[src/rtl/ysyx_23060240_axi_rd_arbiter.sv]
// Round-robin arbiter sharing one AXI4-Lite read slave between IFU (m0) and LSU (m1).
// Exactly one AR/R transaction is in flight; address and data paths are forwarded combinationally.
module ysyx_23060240_axi_rd_arbiter #(
    parameter int AW         = 32,
    parameter int DW         = 32,
    parameter bit FIRST_PRIO = 1'b0
) (
    input  logic          clk,
    input  logic          rst,
    input  logic [AW-1:0] m0_araddr,
    input  logic          m0_arvalid,
    output logic          m0_arready,
    output logic          m0_rvalid,
    input  logic          m0_rready,
    output logic [DW-1:0] m0_rdata,
    output logic [1:0]    m0_rresp,
    input  logic [AW-1:0] m1_araddr,
    input  logic          m1_arvalid,
    output logic          m1_arready,
    output logic          m1_rvalid,
    input  logic          m1_rready,
    output logic [DW-1:0] m1_rdata,
    output logic [1:0]    m1_rresp,
    output logic [AW-1:0] s_araddr,
    output logic          s_arvalid,
    input  logic          s_arready,
    input  logic          s_rvalid,
    output logic          s_rready,
    input  logic [DW-1:0] s_rdata,
    input  logic [1:0]    s_rresp,
    output logic          busy
);

    typedef enum logic [1:0] {
        IDLE,
        ADDR,
        DATA
    } state_t;

    state_t state_q, state_d;
    logic   grant_q, grant_d;
    logic   last_grant_q, last_grant_d;

    always_ff @(posedge clk or posedge rst) begin
        if (rst) begin
            state_q      <= IDLE;
            grant_q      <= 1'b0;
            last_grant_q <= ~FIRST_PRIO;
        end else begin
            state_q      <= state_d;
            grant_q      <= grant_d;
            last_grant_q <= last_grant_d;
        end
    end

    // On contention the master that did not win last time is served.
    always_comb begin
        state_d      = state_q;
        grant_d      = grant_q;
        last_grant_d = last_grant_q;
        unique case (state_q)
            IDLE: begin
                if (m0_arvalid || m1_arvalid) begin
                    if (m0_arvalid && m1_arvalid) begin
                        grant_d = ~last_grant_q;
                    end else begin
                        grant_d = m1_arvalid;
                    end
                    last_grant_d = grant_d;
                    state_d      = ADDR;
                end
            end
            ADDR: begin
                if (s_arvalid && s_arready) begin
                    state_d = DATA;
                end
            end
            DATA: begin
                if (s_rvalid && s_rready) begin
                    state_d = IDLE;
                end
            end
            default: state_d = IDLE;
        endcase
    end

    always_comb begin
        s_araddr   = '0;
        s_arvalid  = 1'b0;
        s_rready   = 1'b0;
        m0_arready = 1'b0;
        m0_rvalid  = 1'b0;
        m0_rdata   = '0;
        m0_rresp   = 2'b00;
        m1_arready = 1'b0;
        m1_rvalid  = 1'b0;
        m1_rdata   = '0;
        m1_rresp   = 2'b00;
        unique case (state_q)
            ADDR: begin
                if (grant_q) begin
                    s_araddr   = m1_araddr;
                    s_arvalid  = m1_arvalid;
                    m1_arready = s_arready;
                end else begin
                    s_araddr   = m0_araddr;
                    s_arvalid  = m0_arvalid;
                    m0_arready = s_arready;
                end
            end
            DATA: begin
                if (grant_q) begin
                    m1_rvalid = s_rvalid;
                    s_rready  = m1_rready;
                    m1_rdata  = s_rdata;
                    m1_rresp  = s_rresp;
                end else begin
                    m0_rvalid = s_rvalid;
                    s_rready  = m0_rready;
                    m0_rdata  = s_rdata;
                    m0_rresp  = s_rresp;
                end
            end
            default: ;
        endcase
    end

    assign busy = (state_q != IDLE);

endmodule
[config.mk]
export PLATFORM = sky130hd
export DESIGN_NAME = ysyx_23060240_axi_rd_arbiter
export DESIGN_NICKNAME = d
export VERILOG_FILES = /design/src/rtl/ysyx_23060240_axi_rd_arbiter.sv
export SDC_FILE = /design/constraint.sdc
export NUM_CORES = 1
export LEC_CHECK = 0
export CAP_MARGIN = 10
export CORE_AREA = 2 2 82 84
export CTS_CLUSTER_DIAMETER = 50
export DETAILED_ROUTE_END_ITERATION = 10
export DIE_AREA = 0 0 84 86
export DONT_BUFFER_PORTS = 1
export PLACE_DENSITY = 0.41
export SLEW_MARGIN = 20
export SYNTH_ARGS = -nofsm -noshare
export SYNTH_HDL_FRONTEND = slang
export SYNTH_SLANG_ARGS = --single-unit
[constraint.sdc]
create_clock -name clk -period 1.13 [get_ports clk]
set_input_delay 0.226 -clock clk [delete_from_list [all_inputs] [get_ports clk]]
set_output_delay 0.226 -clock clk [all_outputs]
set_load 0.05 [all_outputs]
[Word level (Yosys, flattened, before mapping)]
Cells that the tools add are included.
Word-level totals
  bits in registers: 4
  input bits: 106
  output and inout port bits: 107
  logic and storage cells: 44
Operators by class
  equality and inequality tests: 5
  muxes and demuxes: 27
  bitwise gates (word level): 1
  reduce and logical (&&, ||, !) cells: 8
Operators with widths (number)
  $mux W32: 6
  $mux W2: 7
  $mux W1: 13
  $ne A2 B2 Y1 const B: 3
  $pmux W2 S3: 1
  $logic_and A1 B1 Y1: 3
  $reduce_and A3 Y1: 1
  $eq A2 B1 Y1 const B: 1
  $eq A2 B2 Y1 const B: 1
  $logic_not A2 Y1: 1
  $reduce_and A2 Y1: 1
  $reduce_bool A2 Y1: 1
  $logic_or A1 B1 Y1: 1
  $not A1 Y1: 1

[Depth between registers and ports, before layout]
  depth in word-level cells: 5
  gate-level depth with buffers: 4
  depth with buffers taken out: 3

[Worst setup path after synthesis]
Ideal clock, no wire load.
  path kind: reg-to-output
  from: register state_q[1]
  to: output port m0_arready
  data arrival time: 1.890 ns
  required time: 0.904 ns
  setup slack: -0.986 ns
  cell stages (with the launch flop): 4
  buffers on the path: 1
  path through: dfrtp_1 -> nand2b_1 -> buf_2 -> nor3b_1
Between the ends
  word-level cells in the longest chain between the ends: 2
Ends and longest elaborated chain
  from (decl): line 40  | state_t state_q, state_d;
  from (signal assigned): line 50  | state_q <= state_d;
  $eq A2 B1 Y1: line 99  | unique case (state_q)
  $mux W1: line 99
  to (decl): line 12  | output logic m0_arready,
Every way passes these cells.

[Final worst setup path]
  from: register grant_q
  to: output port m0_rdata[26]
Between the ends
  word-level cells in the longest chain between the ends: 2
Ends and longest elaborated chain
  from (decl): line 41  | logic grant_q, grant_d;
  from (signal assigned): line 51  | grant_q <= grant_d;
  $mux W32: line 112  | if (grant_q) begin
  $mux W32: line 99
  to (decl): line 15  | output logic [DW-1:0] m0_rdata,
Every way passes these cells.

==> results.yml <==
clock_tree:
  worst_skew_pair.late_latency_ns: 0.22
  cts_made_buffers: 3
  cts.sinks: 4
  clk_pin_slew_worst_paths_ns: 0.03
  cts_root_buffer: "clkbuf_8"
  cts_tree: "built"
  clock_path_buffers: 2
  htreeDepth: 1
setup_path:
  path_class: "reg -> out"
  critPathBufInv: 2
  critical-path-top-delay-family: "flip-flops"
  r2r_slack_ns: -0.23
  cpPeakStageDelay_ns: 0.47
  critPathArrivalTime_ns: 1.45
  end_kind: "output pin"
  critPathMaxFanout: 34
  crit_chain: "buf_4, nor2_4, buf_12, and2_4"
  r2r-end: "state_q[0]"
  worstRegToRegCells: 4
  r2r-start: "grant_q"
  crit_path_start_kind: "flip-flop"
  slowest_stage: "dfrtp_2"
  cp.required_ns: 0.90
  cp_num_cells: 4
place:
  dp_hpwl_um: 4520
  dp.cells: 299
  gp_congestion: 0.736
  port_buffers: 0
  dp_worst_setup_slack_ns: -0.324
synthesis:
  yosysTopAreaCell: "and2_1"
  synth-seq-cells: 4
  yosys-top-cells-area: "and2_1 35%, mux2i_1 27%, nor2_1 10%, dfrtp_1 6.0%, clkbuf_2 2.4%"
  synth_area_sq_um: 1240
  avgSynthCellArea_sq_um: 7.03
  async_flop_share: 1.00
  syn-num-nets: 283
  seq_area_frac_synth: 0.0815
  synth_cell_types: 25
  ys_warn_count: 0
  synth_top_area_share: 0.352
  synth_edf_count: 0
  syn_inst: 177
  synthFlopType: "dfrtp_1"
floorplanning:
  coreArea_sq_um: 6280
  dieArea_sq_um: 7220
  dieHeight_um: 86
  fp.dieW_um: 84
  start_util: 0.198
  rows: 29
  io_pins: 213
cells_and_area:
  antennaDiodeCount: 0
  drive_above_1_share: 0.902
  mostFrequentLayoutCells: "69 x and2_4, 38 x buf_12, 33 x nor2_4"
  final_common_cell: "and2_4"
  finalNetCount: 342
  area_growth_pct: 139
  finalNonFillerCells: 312
timing:
  hold_viol: 0
  fin_setup_tns_ns: -54.37
  min_period_over_period: 1.48
  fin_worst_skew_ns: 0.00570
  tightest_slew_ns: 0.253
  finalMaxSlewViolations: 0
  fin_ws_ns: -0.543
  relSlewSlack: 0.827
  fin_crit_ns: 1.67
  rsz0062_at_grt: "yes"
  whs_ns: 0.0816
  max_freq_ghz: 0.598
  finalSetupViolCount: 111
min_path:
  hold_path_depth: 1
  hold_class: "in -> reg"
  min_from: "m0_arvalid"
  holdPathEnd: "last_grant_q"
route:
  wl_per_cell_um: 18.6
  wl_um: 5800
  detail-route-antenna-nets: 0
  first_pass_iters: 4
  met3_length_um: 746
  wl_met2_um: 3130
  drt-met1-wl_um: 1800
  drc_errors: 0
  top_layer: "met4"
  first_iter_violations: 9
  num_vias: 1523
  drt-vias-per-instance: 4.88
power_and_ir_drop:
  p_clk_frac: 0.029
  finalPower_w: 0.0109
  leakagePower_nw: 1.21
  power.internal_w: 0.00508
  power_switching_w: 0.00581
  ir_drop_v: 0.00232
  netSwitchingFraction: 0.534
  power_frac_comb: 0.938
  p_per_area_nw_per_um2: 3660
  pwr-share-seq: 0.032
global_routing:
  grt_pass1_vias: 1567
  antenna_found_initial: 0
  grt_pass1_wl_um: 7910
  grt_usage: 0.137
  grt.overflow.total: 0
  grt_max_degree: 37
run_status:
  status: "finished with violations"
  violations: "setup timing"
flow_run:
  drv_cap: 0
per-stage QoR:
step	instance area, sq um	util
5_1_grt	2970	0.473
3_5_place_dp	2540	0.405
3_3_place_gp	2540	0.405
2_1_floorplan	1660	-
6_report	2970	0.473
4_1_cts	2800	0.445
registers in the layout (all words and copies together), names as in the netlist:
register	flops
grant_q	1
last_grant_q	1
state_q	2
power groups by stage:
stage	logic (W)	clock network (W)	registers [W]
finish	0.0102	0.000321	0.000349
global route	0.0106	0.000340	0.000365
CTS	0.00980	0.000329	0.000321
detailed placement	0.00919	0	0.000301
global placement	0.00918	0	0.000299
floorplan	0.00582	0	0.000293
cell type report:
cell class                      instances  area [sq um]
Timing Repair Buffer                   67          1060
Sequential cell                         4           104
Multi-Input combinational cell        156          1650
Tap cell                               77          96.3
Clock buffer                            4          45.0
Inverter                                4          22.5
Fill cell                             561          3310
repair_timing:
action,4_1_cts,5_1_grt
hold buffers,1,0
setup endpoints to repair,111,111
cloned,1,3
hold endpoints to repair,4,0
setup buffers,4,0
pin swaps,38,44
resized for setup,69,24
worst reg2reg max path: stages, from the launching register on:
cell and delay (ns):
dfrtp_2 0.47, buf_4 0.17, mux2_4 0.29, buf_4 0.14, a311oi_2 0.21
cell families after synthesis:
kind of cell           share of synthesized area
multiplexers                               0.278
flip-flops                                0.0815
buffers and inverters                     0.0795
AO/OA/AOI/OAI                             0.0412
AND/OR/NAND/NOR                            0.520
worst max-delay path by stage:
| stage | from | to | slack [ns] |
|---|---|---|---|
| after floorplan | state_q[1] | m0_arready | -0.31 |
| after global placement | grant_q | s_araddr[19] | -0.32 |
| after detailed placement | grant_q | s_araddr[1] | -0.32 |
| after CTS | grant_q | s_araddr[30] | -0.54 |
| after global routing | grant_q | m1_rresp[1] | -0.61 |
| final | grant_q | m0_rdata[26] | -0.54 |
Yosys cell counts (2+ instances only):
library cell  number
inv_1              4
nand2_1            2
nor3_1             2
dfrtp_1            3
mux2i_1           33
nor2_4             2
buf_2              4
nor2_1            33
and2_1            70
clkbuf_2           6
nor2b_1            2
buf_4              3
layer usage:
metal  vias up  global-route usage
met5         -                   0
met1       690               0.135
met3         9              0.0529
met2       136               0.260
met4         0              0.0484
li1        688                   -
Note: power is estimated with default switching activity, not from simulation.
